File: config.mk
export PLATFORM = sky130hd
export DESIGN_NAME = clk_gen_ds_ctrl
export DESIGN_NICKNAME = d
export VERILOG_FILES = /design/src/rtl/clk_gen_ds_pkg.sv /design/src/rtl/clk_ctrl_timer.sv /design/src/rtl/clk_gen_ds_ctrl.sv
export SDC_FILE = /design/constraint.sdc
export NUM_CORES = 1
export LEC_CHECK = 0
export ABC_AREA = 1
export CAP_MARGIN = 15
export CORE_ASPECT_RATIO = 1.25
export CORE_MARGIN = 8
export CORE_UTILIZATION = 40
export CTS_BUF_LIST = sky130_fd_sc_hd__clkbuf_8
export CTS_CLUSTER_SIZE = 20
export DETAILED_ROUTE_END_ITERATION = 8
export PLACE_DENSITY = 0.66
export SYNTH_ARGS = -nofsm -noshare
export SYNTH_HDL_FRONTEND = slang
export SYNTH_SLANG_ARGS = --single-unit
File: constraint.sdc
create_clock -name clk_i -period 2.3 [get_ports clk_i]
set_clock_uncertainty 0.05 [all_clocks]
set_input_delay 0.46 -clock clk_i [delete_from_list [all_inputs] [get_ports clk_i]]
set_output_delay 0.46 -clock clk_i [all_outputs]
set_load 0.1 [all_outputs]
File: src/rtl/clk_gen_ds_pkg.sv
// Shared types and helpers for the clock generator / downsampler sequencing controller.
// Pure declarations; no latency or backpressure of its own.
package clk_gen_ds_pkg;

  localparam int SEL_WIDTH  = 8;
  localparam int DS_SEL_MSB = 7;
  localparam int DS_SEL_LSB = 4;

  typedef enum logic [2:0] {
    IDLE,
    HOLD,
    LOCK,
    SETTLE,
    DONE
  } ctrl_state_e;

  typedef enum logic [1:0] {
    NOOP,
    DS_ONLY,
    FULL
  } seq_kind_e;

  function automatic int max3(input int a, input int b, input int c);
    int m;
    m = (a > b) ? a : b;
    return (m > c) ? m : c;
  endfunction

  // Only the downsampler needs a reset when the clkgen nibble is unchanged.
  function automatic seq_kind_e classify(input logic [SEL_WIDTH-1:0] s,
                                         input logic [SEL_WIDTH-1:0] c);
    if (s == c) begin
      return NOOP;
    end else if ((s[DS_SEL_LSB-1:0] == c[DS_SEL_LSB-1:0]) &&
                 (s[DS_SEL_MSB:DS_SEL_LSB] != c[DS_SEL_MSB:DS_SEL_LSB])) begin
      return DS_ONLY;
    end else begin
      return FULL;
    end
  endfunction

endpackage

File: src/rtl/clk_ctrl_timer.sv
// Loadable down-counter that stops at zero; load wins over counting, zero_o is combinational.
// No backpressure: counts every cycle it is not being loaded.
module clk_ctrl_timer #(
  parameter int               WIDTH_P = 4,
  parameter logic [WIDTH_P-1:0] INIT_P  = '0
) (
  input  logic               clk_i,
  input  logic               reset_n_i,
  input  logic               load_i,
  input  logic [WIDTH_P-1:0] load_val_i,
  output logic               zero_o
);

  logic [WIDTH_P-1:0] cnt;

  always_ff @(posedge clk_i) begin
    if (!reset_n_i) begin
      cnt <= INIT_P;
    end else if (load_i) begin
      cnt <= load_val_i;
    end else if (cnt != '0) begin
      cnt <= cnt - 1'b1;
    end
  end

  assign zero_o = (cnt == '0);

endmodule

File: src/rtl/clk_gen_ds_ctrl.sv
// Sequences select changes into the clkgen/downsampler pair under reset; full sequence takes R+L+D+1 cycles to done.
// Backpressure: sel_ready_o is high only in IDLE; requests offered in any other state are dropped.
module clk_gen_ds_ctrl
  import clk_gen_ds_pkg::*;
#(
  parameter int                   RESET_CYCLES_P  = 4,
  parameter int                   LOCK_CYCLES_P   = 16,
  parameter int                   SETTLE_CYCLES_P = 8,
  parameter logic [SEL_WIDTH-1:0] DEFAULT_SEL_P   = 8'h00
) (
  input  logic                 clk_i,
  input  logic                 reset_n_i,
  input  logic                 sel_v_i,
  input  logic [SEL_WIDTH-1:0] sel_i,
  output logic                 sel_ready_o,
  output logic [SEL_WIDTH-1:0] select_o,
  output logic                 clk_reset_o,
  output logic                 ds_reset_o,
  output logic                 busy_o,
  output logic                 done_o,
  output logic [SEL_WIDTH-1:0] cur_sel_o
);

  localparam int CNT_MAX = max3(RESET_CYCLES_P, LOCK_CYCLES_P, SETTLE_CYCLES_P);
  localparam int CNT_W   = $clog2(CNT_MAX + 1);

  localparam logic [CNT_W-1:0] HOLD_LD   = CNT_W'(RESET_CYCLES_P - 1);
  localparam logic [CNT_W-1:0] LOCK_LD   = CNT_W'(LOCK_CYCLES_P - 1);
  localparam logic [CNT_W-1:0] SETTLE_LD = CNT_W'(SETTLE_CYCLES_P - 1);

  ctrl_state_e          state, state_nxt;
  seq_kind_e            seq_kind, req_kind;
  logic [SEL_WIDTH-1:0] seq_sel, cur_sel;
  logic                 accept;
  logic                 tmr_load, tmr_zero;
  logic [CNT_W-1:0]     tmr_val;

  // Reset value matches the HOLD load so the boot sequence times like any full request.
  clk_ctrl_timer #(
    .WIDTH_P (CNT_W),
    .INIT_P  (HOLD_LD)
  ) u_timer (
    .clk_i      (clk_i),
    .reset_n_i  (reset_n_i),
    .load_i     (tmr_load),
    .load_val_i (tmr_val),
    .zero_o     (tmr_zero)
  );

  always_ff @(posedge clk_i) begin
    if (!reset_n_i) begin
      state    <= HOLD;
      seq_kind <= FULL;
      seq_sel  <= DEFAULT_SEL_P;
      cur_sel  <= DEFAULT_SEL_P;
    end else begin
      state <= state_nxt;
      if (accept) begin
        seq_sel  <= sel_i;
        seq_kind <= req_kind;
      end
      // A no-op never leaves IDLE through the counting states, so cur_sel is already right.
      if ((state_nxt == DONE) && (state != IDLE)) begin
        cur_sel <= seq_sel;
      end
    end
  end

  always_comb begin
    state_nxt   = state;
    accept      = 1'b0;
    tmr_load    = 1'b0;
    tmr_val     = '0;
    sel_ready_o = 1'b0;
    busy_o      = 1'b1;
    done_o      = 1'b0;
    clk_reset_o = 1'b0;
    ds_reset_o  = 1'b0;
    select_o    = seq_sel;
    req_kind    = classify(sel_i, cur_sel);

    unique case (state)
      IDLE: begin
        busy_o      = 1'b0;
        sel_ready_o = 1'b1;
        select_o    = cur_sel;
        if (sel_v_i) begin
          accept = 1'b1;
          if (req_kind == NOOP) begin
            state_nxt = DONE;
          end else begin
            state_nxt = HOLD;
            tmr_load  = 1'b1;
            tmr_val   = HOLD_LD;
          end
        end
      end
      HOLD: begin
        ds_reset_o  = 1'b1;
        clk_reset_o = (seq_kind == FULL);
        if (tmr_zero) begin
          tmr_load = 1'b1;
          if (seq_kind == FULL) begin
            state_nxt = LOCK;
            tmr_val   = LOCK_LD;
          end else begin
            state_nxt = SETTLE;
            tmr_val   = SETTLE_LD;
          end
        end
      end
      LOCK: begin
        ds_reset_o = 1'b1;
        if (tmr_zero) begin
          state_nxt = SETTLE;
          tmr_load  = 1'b1;
          tmr_val   = SETTLE_LD;
        end
      end
      SETTLE: begin
        if (tmr_zero) begin
          state_nxt = DONE;
        end
      end
      DONE: begin
        done_o    = 1'b1;
        busy_o    = 1'b0;
        state_nxt = IDLE;
      end
      default: begin
        state_nxt = IDLE;
      end
    endcase
  end

  assign cur_sel_o = cur_sel;

endmodule

# Word level (Yosys, flattened, before mapping)
# Index checks and enable logic that the tools add are counted.
# op_classes
n_reduce_logical	10
n_mux	29
n_eq_ne	9
n_addsub	1
# ops
op	count
2-to-1 mux 3 bit	6
case mux 3 bit (4 select lines)	1
case mux 4 bit (3 select lines)	1
2-to-1 mux 1 bit	11
2-to-1 mux 5 bit	2
equality test 8 bit	1
2-to-1 mux 2 bit	4
2-to-1 mux 4 bit	2
2-to-1 mux 8 bit	1
equality test 3 x 2 -> 1 bit, second input constant	2
equality test 3 bit, second input constant	2
logical NOT 5 bit	1
nonzero test 5 bit	1
subtractor 5 x 1 -> 5 bit, second input constant	1
equality test 4 bit	1
inequality test 4 bit	1
OR reduction 2 bit	2
equality test 3 x 1 -> 1 bit, second input constant	1
logical NOT 3 bit	1
nonzero test 3 bit	1
equality test 2 bit, second input constant	1
logical AND 1 bit	2
logical NOT 2 bit	1
case mux 1 bit (2 select lines)	1
nonzero test 2 bit	1
# word_totals
out_inout_bits	21
in_bits	11
regBits	26
elab_cells	54

# Logic depth before layout (Yosys ltp)
# logic_depth
word_depth	10
depth_mapped	11
mapped_depth_nobuf	10

# Hierarchy
# Synthesis repeated with hierarchy kept, for this count alone.
# hier_totals
hier_cells	212
area_unflattened_um2	1385.1
# modules_own_cells
mod	seq_area_each_um2	instances	cells_each	area_per_inst_um2
clk_gen_ds_ctrl	420.4	1	164	1087.3
clk_ctrl_timer	100.1	1	48	297.8

# Worst setup path after synthesis
# Ideal clock, no wire load.
# synth_timing
kind	register to output
startpoint	reg state[0]
endpoint	out select_o[0]
required_time_ps	1790
arrival_time_ps	3732
slack_ps	-1942
path_buffers	1
path_stages_with_launch	7
cell_sequence	dfxtp_1 inv_2 nand2_4 nor2_4 inv_1 buf_2 o21ai_0
# synth_via
elab_chain_cells	2
# synth_rtl
item	line	source
start: declaration	clk_gen_ds_ctrl.sv:31	ctrl_state_e state, state_nxt;
start signal: assignment	clk_gen_ds_ctrl.sv:57	state <= state_nxt;
logical NOT 3 bit	clk_gen_ds_ctrl.sv:82	unique case (state)
2-to-1 mux 8 bit	clk_gen_ds_ctrl.sv:82	
end: declaration	clk_gen_ds_ctrl.sv:16	output logic [SEL_WIDTH-1:0] select_o,
# Every way passes these cells.

# Worst setup path after layout
# layout_timing
startpoint	reg state[1]
endpoint	out select_o[5]
# The elaborated chain is that of the path after synthesis.

==> metrics.txt <==
Least-Margin Pin Slew=around 0.35 ns; gpl congestion=0.746; CP Launch Type=flip-flop; gr usage total=between 10% and 20%; Yosys cell types=28; Root Driver=clkbuf_8; r2r setup slk=between 0.6 and 0.7 ns; Max stage delay on crit path=around 0.35 ns; hold slack=0.413 ns; Final ANT Viol Nets=0; Detailed Routing Iterations Pass 1=4; Hold Buf Count CTS=0; Layout area overhead=40.1%; end of the critical path=select_o[5]; Sequential Power Share=approximately 28%; CTS buffer count=3; status=completed; Synth Net Count=~210; n_diodes=0; family with the most delay on the worst path=buffers and inverters; post-DP HPWL=~2500 um; max cap viols=0; # port buffers=31; Mapped Area=around 0.0014 mm2; Slew Viols, Final=0; routed wire length=3190 um; Initial Util=between 40% and 50%; number of DRC markers in iteration 0=~50; average wire per standard cell=roughly 12 um; peak supply drop=roughly 1200 uV; share of cells above drive strength 1=23.5%; Post-CTS Setup Inserts=0; Leak=~0.88 nW; Synth top area share=a little over a third; fin crit period=between 2 and 2.5 ns; top post-synthesis cells by area=dfxtp_1 (36%), nand2_1 (13%), o21ai_0 (8.1%), inv_1 (6.8%), a21oi_1 (6.7%); total grt overflow=0; final total power=roughly 2.1 mW; die area=about 0.0057 mm2; worst-case reg-to-reg path depth=10; final setup fails=0; Max Clock Freq=between 400 and 500 MHz; CP Capture Type=output port; pre-CTS setup slack=0.304 ns; Psw=about 1.0 mW; Seq/Total Area, Yosys=a little over a third; cells after synthesis=201; die width=69.4 um; clock latency on the worst-skew pair=roughly 0.27 ns; slowest CP cell=dfxtp_2; CP max FO=16; Setup Total Neg Slack=0 ns; Cell Chain, Critical Path=inv_2, nand2_8, nor2_4, inv_4, nand2_1, o21ai_4, buf_12; Ys Warns=0; WS Path Type=flip-flop to output port; clock buffer depth=2; IO Count=32; vias=1319; combinational power share=around 60%; DP Cell Count=between 200 and 300; final setup margin=approximately 0.27 ns; commonest non-fill, non-tap cells in the layout=nand2_1 (48), inv_1 (25), dfxtp_1 (24), a21oi_1 (19), o21ai_0 (15); Sink Count=26; Clock Power Share=approximately an eighth; Crit. Startpoint=state[1]; worst flop-to-flop path endpoint=u_timer.cnt[1]; fin crit share=88.2%; global-route wire length before repair=5550 um; commonest non-fill, non-tap cell in the layout=nand2_1; Power Internal=about 1.1 mW; Final Hold Fails=0; initial antenna violation count=0; Final Non-Filler Cells=between 200 and 300; clock slew at reported path FFs=roughly 0.09 ns; worst path required time=about 1.8 ns; H-tree lvl count=1; CP arrival=~1.5 ns; CTS-repair resized insts=0; relative slew slack=76.2%; TritonCTS clock tree=built; core area=around 0.0035 mm2; switching part of the total=between 40% and 50%; CP Depth=7; DR vias/cell=roughly 5; #FFs+latches synth=26; # DRC=0; dominant cell type by area after synthesis=dfxtp_1; Mean Syn Cell Area=roughly 7 um2; vias in the first global route=roughly 1300; Hold Path Class=flip-flop to flip-flop; Cell Pwr Density=roughly 1000 mW/mm2; largest net degree at the start of global routing=21; RSZ-0062 raised after global routing=false; row count=24; WP buf/inv=3; Die Ht=around 83 um; Layout Nets=245; reg2reg start=state[1]; Fill cells=321
[per-stage QoR]
stage                     instance area [um2]  util, %
after floorplan                          1560        -
after global placement                   1960     56.7
after detailed placement                 1960     56.7
after CTS                                2000     57.9
after global routing                     2000     57.9
final                                    2000     57.9
[synth_stat cells (all sizes together)]
cell / count
nor2: 14
nand4: 2
nand3b: 1
a21oi: 19
o21ai: 25
buf: 5
a31oi: 2
dfxtp: 26
xor2: 1
a21boi: 1
o211ai: 1
nand2: 55
nor3: 6
nand3: 8
ha: 2
clkbuf: 1
xnor2: 1
inv: 31
[cells by family after synthesis]
group,Yosys count,synth area share (%)
AOI/OAI and AO/OA,48,17.4
DFF,26,36.5
and+or+nand+nor,86,31.4
adders and majority gates,2,1.75
buffers and inverters,37,11.8
xor gates and xnor gates,2,1.23
[metal layers]
| metal | GRT usage, % | part of all wire, % | wire length [um] |
|---|---|---|---|
| met5 | 0 | 0 | 0 |
| met4 | 4.31 | 1.2 | 38 |
| met3 | 2.38 | 3.3 | 105 |
| met2 | 21.6 | 52 | 1670 |
| met1 | 12.3 | 43 | 1380 |
[power groups by stage]
stage                     sequential (mW)  clock [mW]  combinational (mW)
after floorplan                     0.592           0               0.960
after global placement              0.590           0                1.27
after detailed placement            0.591           0                1.27
after CTS                           0.582       0.261                1.27
after global routing                0.591       0.279                1.34
final                               0.581       0.252                1.26
[final cells by class]
class / count / area (um2) / area share (%)
clock buffers: 3 / 41.3 / 2.06
inverters: 31 / 124 / 6.19
multi-input cells: 138 / 848 / 42.4
flip-flops and latches: 26 / 523 / 26.1
well taps: 39 / 48.8 / 2.44
repair buffers: 32 / 415 / 20.8
[worst min path at each step]
| stage | slack (ns) | cells after the start | to | from |
|---|---|---|---|---|
| after floorplan | 0.38 | 2 | u_timer.cnt[1] | u_timer.cnt[1] |
| after global placement | 0.40 | 2 | u_timer.cnt[1] | u_timer.cnt[1] |
| after detailed placement | 0.40 | 2 | u_timer.cnt[1] | u_timer.cnt[1] |
| after CTS | 0.41 | 2 | u_timer.cnt[1] | u_timer.cnt[1] |
| after global routing | 0.45 | 2 | u_timer.cnt[1] | u_timer.cnt[1] |
| final | 0.41 | 2 | u_timer.cnt[1] | u_timer.cnt[1] |
[registers in the layout, indices dropped and copies added, names as in the netlist]
signal	count
seq_kind	2
u_timer.cnt	5
state	3
seq_sel	8
cur_sel_o	8
[worst register-to-register path: stages (launching register included)]
cell	delay, ns
dfxtp_2	0.35
inv_2	0.09
nand2_8	0.06
nor2_4	0.20
nand2_4	0.08
inv_2	0.27
nand2_2	0.17
nand3_4	0.12
nor2_1	0.05
nand2_1	0.05
nand2_1	0.04
Power figures use the tool's default switching activity.
==> edit 1: new RTL, same settings <==
Make the reset (`reset_n_i`) asynchronous in 2 clocked blocks.
--- a/src/rtl/clk_ctrl_timer.sv
+++ b/src/rtl/clk_ctrl_timer.sv
@@ -15,3 +15,3 @@
 
-  always_ff @(posedge clk_i) begin
+  always_ff @(posedge clk_i or negedge reset_n_i) begin
     if (!reset_n_i) begin
--- a/src/rtl/clk_gen_ds_ctrl.sv
+++ b/src/rtl/clk_gen_ds_ctrl.sv
@@ -49,3 +49,3 @@
 
-  always_ff @(posedge clk_i) begin
+  always_ff @(posedge clk_i or negedge reset_n_i) begin
     if (!reset_n_i) begin
Function: differs if reset_n_i is asserted again (counterexample within 10 cycles, from zero or initial values and one cycle with reset_n_i low); with reset_n_i held inactive, the same outputs for 10 cycles.
==> edit 1 against the unedited design <==
  * Worst setup slack got worse by 0.15 ns
  * Synthesized cell count decreased by 0.50%
  * Final cell count increased by 1.5%
  * Non-clock buffer count unchanged
  * Sequential cell count unchanged
  * Sequential share of layout area increased by 4.8 points
  * Routed wire length decreased by 2.0%
  * Via count decreased by 2.0%
  * Synthesized area increased by 4.6%
  * Final area increased by 6.1%
  * Register-to-register slack got worse by 0.02 ns
  * Critical path type unchanged
  * Critical endpoint unchanged
Power is not shown: default switching activity piles up to over one toggle a cycle in this logic, so the estimate is an artifact.
==> edit 1: results (changes against the unedited design) <==
- The flow ran to the end, and the final reports show no timing, DRC or antenna violations.
- The count of inverters not on the clock network in the layout was 41 (+32%).
* Area growth from synthesis to final layout: 42.0%
- The total area of multi-input combinational cells came to 763 sq um (-10%).
- Layout Cells excl Fill: 273 (+1.5%)
- Leading post-synthesis cells by cell area: dfrtp_1 37%, nand2_1 17%, inv_1 8.3%
* Routed wirelength normalized by instance count: 11.5 microns (-3.4%)
- The global routing met2 resource utilization came to 20.6% (-1.0 points).
- The count of distinct cell types in the synthesized netlist came to 27 (-3.6%).
- Critical Path Fanout Max: 18 (+2)
- Buffering overhead: 20.2% (-0.60 points)
- The filler cell count in the final layout is 317 (-1.2%).
- By count the netlist is led by 66 x nand2_1, 33 x inv_1, 22 x dfrtp_1, 18 x o21ai_0.
- Met3 wire length: 65 microns (-38%)
- Arrival time at the worst endpoint: 1.67 ns (+0.15 ns)
- The share of flip-flops with an asynchronous set or reset after synthesis was 100% (+100 points).
- Standard-cell rows: 25 (+4.2%)
- Share of the yosys chip area belonging to registers: 43.9% (+7.4 points)
* Area after DPL: 2050 sq um (+4.7%)
- Maximum number of pins on one net before global-route repair: 27 (+29%)
* Count of multi-input gates: 130 (-5.8%)
- The half-perimeter wire length after detailed placement is 2.41 mm (-5.2%).
- The via count of the first global-routing pass was 1332 (+3.6%).
* Post-layout nets: 247 (+0.82%)
- The final weighted congestion of routability-driven global placement was 0.742 (-0.51%).
- The global-route wire length before repair was 5.71 mm (+2.9%).
* Fraction of layout cells with a size suffix above 1: 27.0% (+3.6 points)
- Max-Slew Margin vs Limit: 74.8% (-1.4 points)
- The post-synthesis area per instance was 7.47 sq um (+5.2%).
edit 1: worst paths after layout:
path                                  end  depth (start not counted)  slack (ns)        start
min in group asynchronous      seq_sel[5]                          2        0.48    reset_n_i
hold / removal                seq_kind[1]                          2        0.45  seq_kind[1]
setup reg to reg           u_timer.cnt[2]                          8        0.64     state[1]
hold reg to reg               seq_kind[1]                          2        0.45  seq_kind[1]
max in group asynchronous        state[0]                          2        1.41    reset_n_i
setup / recovery              select_o[5]                          5        0.12     state[0]
edit 1: worst max-delay path, stage by stage, from the launching register on:
cell and delay (ns):
dfstp_2 0.59, nor2_4 0.05, nand2_4 0.29, nand2_1 0.16, o21ai_4 0.10, buf_12 0.19
edit 1: kinds of logic after synthesis:
group | count (synthesis) | share of synthesized area, %
and+or+nand+nor | 95 | 30.8
adders and majority gates | 2 | 1.67
AOI/OAI and AO/OA | 30 | 10.6
DFF | 26 | 43.9
xor gates and xnor gates | 3 | 1.76
buffers and inverters | 44 | 11.2
==> edit 2: new RTL, config.mk and constraints unchanged <==
Made on the original files. Set the package constant `SEL_WIDTH` to 9 (it was 8).
--- a/src/rtl/clk_gen_ds_pkg.sv
+++ b/src/rtl/clk_gen_ds_pkg.sv
@@ -4,3 +4,3 @@
 
-  localparam int SEL_WIDTH  = 8;
+  localparam int SEL_WIDTH  = 9;
   localparam int DS_SEL_MSB = 7;
Ports: changed (resized cur_sel_o, sel_i and select_o); port bits go from 32 to 35. The function was not compared with the original's and may differ.
==> edit 2 against the unedited design <==
  * Clock power is 55% higher
  * Global-route usage is 0.60 points higher
  * Combinational power is 26% higher
  * Sequential cell count is 2 higher
  * Die area is 1.5% higher
  * Power is 25% higher
  * Synthesized area is 1.9% higher
  * Via count is 7.9% higher
  * Register-to-register slack worse by 0.24 ns
  * Final cell count is 4.8% higher
  * Worst setup slack worse by 0.15 ns
  * Final area is 7.9% higher
  * Routed wire length is 11% higher
==> edit 2: results (changes against the unedited design) <==
* Fill cell count: 323 (+0.62%)
- Dpl cells: 278 (+4.5%)
- Half-perimeter wire length after placement: 2.73 mm (+7.7%)
* Worst setup path class: reg -> out
* Number of buffers on the longest clock path: 2 (unchanged)
* Maximum number of pins on one net before global-route repair: 21 (unchanged)
- Worst r2r path cells: 8 (-2)
- Wire length of the first global-routing pass: 5.99 mm (+7.8%)
- Routability cong.: 0.827 (+11%)
* Leakage Power: 0.927 nW (+5.6%)
* R2R Path Start: state[0]
- The post-synth net total came to 222 (+3.7%).
- The number of vias per cell was 5.05 (+2.9%).
- The number of DRC markers in iteration 0 is 42 (-18%).
* Reg2Reg Capture Point: u_timer.cnt[2]
- The synthesis warning total is 0 (unchanged).
- Insertion delay to the later sink of the worst-skew pair: 0.28 ns
- The maximum single-stage delay on the critical path is 0.35 ns (about the same).
* Worst min-delay path category: reg -> reg
- Following the worst setup path forward leads to its endpoint at select_o[7].
* Slew at the pin with the worst max-slew slack: 0.412 ns (+0.0583 ns)
- The setup slack on the worst flop-to-flop path came to 0.42 ns (-0.24 ns).
- Arrival time at the worst endpoint: 1.67 ns (+0.15 ns)
* Post-CTS Setup Repair Bufs: 0 (unchanged)
- Share of the yosys chip area belonging to registers: 38.5% (+2.1 points)
* Max IR drop VDD: 1.81 mV (+46%)
* Post-layout nets: 258 (+5.3%)
- The count of mapped cells out of synthesis came to 208 (+3.5%).
- The share of flip-flops with an asynchronous set or reset after synthesis came to 0% (unchanged).
- Fraction of layout cells with a size suffix above 1: 25.5% (+2.0 points)
* Unique masters post-synth: 29 (+3.6%)
- The total of buffers placed on input and output ports was 34 (+9.7%).
* Clock input transition at the sequential cells of the worst setup and hold paths: 0.10 ns
- The via count of the first global-routing pass was 1423 (+11%).
* Leading post-synthesis cells by cell area: dfxtp_1 39%, o21ai_0 9.6%, inv_1 8.5%
* Total wire length: 3.55 mm (+11%)
- Clk root buf: clkbuf_8
- In the synthesized netlist, the cells that appear most often are 33 x inv_1, 33 x nand2_1, 28 x dfxtp_1, 28 x o21ai_0, 21 x a21oi_1.
- The maximum fanout along the worst path came to 20 (+4).
* Number of antenna violations at the first check in global routing: 0 (unchanged)
- H-tree level count: 1 (unchanged)
- The flow ran to the end, and the final reports show no timing, DRC or antenna violations.
* Routed wirelength normalized by instance count: 12.6 microns (+5.9%)
- The global routing usage summed across all routing layers is 12.0% (+0.60 points).
* Number of buffers created by CTS: 3 (unchanged)
* Count of antenna diodes in the layout: 0 (unchanged)
[edit 2: cell count changes after synthesis, moves of 4 or more]
cell / unedited run / this run
o21ai_0: 23 / 28
nor2_1: 12 / 16
inv_1: 26 / 33
nand2_1: 48 / 33
nor2_2: 0 / 5
[edit 2: area by class of cell]
class	instances	share of cell area (%)
clock buffers	3	1.91
flip-flops and latches	28	26.1
well taps	39	2.26
clock inverters	1	1.39
inverters	34	6.09
repair buffers	38	22.6
multi-input cells	139	39.7
[edit 2: worst min-delay path by stage]
stage / from / to / slack [ns] / cells past startpoint
2_1_floorplan: u_timer.cnt[0] / u_timer.cnt[0] / 0.41 / 2
5_1_grt: u_timer.cnt[1] / u_timer.cnt[1] / 0.50 / 2
6_report: u_timer.cnt[0] / u_timer.cnt[0] / 0.45 / 2
3_5_place_dp: u_timer.cnt[0] / u_timer.cnt[0] / 0.44 / 2
4_1_cts: u_timer.cnt[0] / u_timer.cnt[0] / 0.46 / 2
3_3_place_gp: u_timer.cnt[0] / u_timer.cnt[0] / 0.44 / 2
[edit 2: report_power, final]
group          total [mW]  leakage, nW  switching [mW]  internal (mW)
Combinational        1.59        0.664            1.04          0.543
Sequential          0.639        0.227          0.0597          0.580
Clock               0.390       0.0357           0.157          0.233
Total                2.62        0.927            1.26           1.36
[edit 2: through the flow]
stage	utilization [%]	setup WS, ns	total power [mW]	cell area, sq um
final	62.0	0.123	2.62	2160
after detailed placement	59.9	0.274	2.25	2090
after global routing	62.0	0.0347	2.74	2160
after global placement	59.9	0.298	2.24	2090
after CTS	62.0	0.0979	2.65	2160
after floorplan	-	-0.00215	1.82	1620
[edit 2: logic make-up after synthesis]
| logic type | Yosys count | share of synthesized area [%] |
|---|---|---|
| AO/OA/AOI/OAI | 54 | 20.3 |
| XOR/XNOR | 4 | 2.41 |
| adder cells (fa/ha/maj) | 2 | 1.72 |
| buffers and inverters | 41 | 11.6 |
| flip-flops | 28 | 38.5 |
| AND/OR/NAND/NOR | 79 | 25.5 |
[edit 2: worst max-delay path, delay by kind of cell, from the launching register on]
| family | cells | cell delay (ns) |
|---|---|---|
| buffers and inverters | 3 | 0.52 |
| AND/OR/NAND/NOR | 3 | 0.40 |
| AO/OA/AOI/OAI | 1 | 0.09 |
| flip-flops | 1 | 0.35 |
[edit 2: metal layers]
layer  wire length, microns  track usage, %  vias to the layer above  part of all wire [%]
li1                       -               -                      739                     -
met1                   1560            12.7                      647                    44
met2                   1790            21.4                       30                    51
met3                    120            2.50                        7                   3.4
met4                     74            6.41                        0                   2.1
met5                      0               0                        -                     0
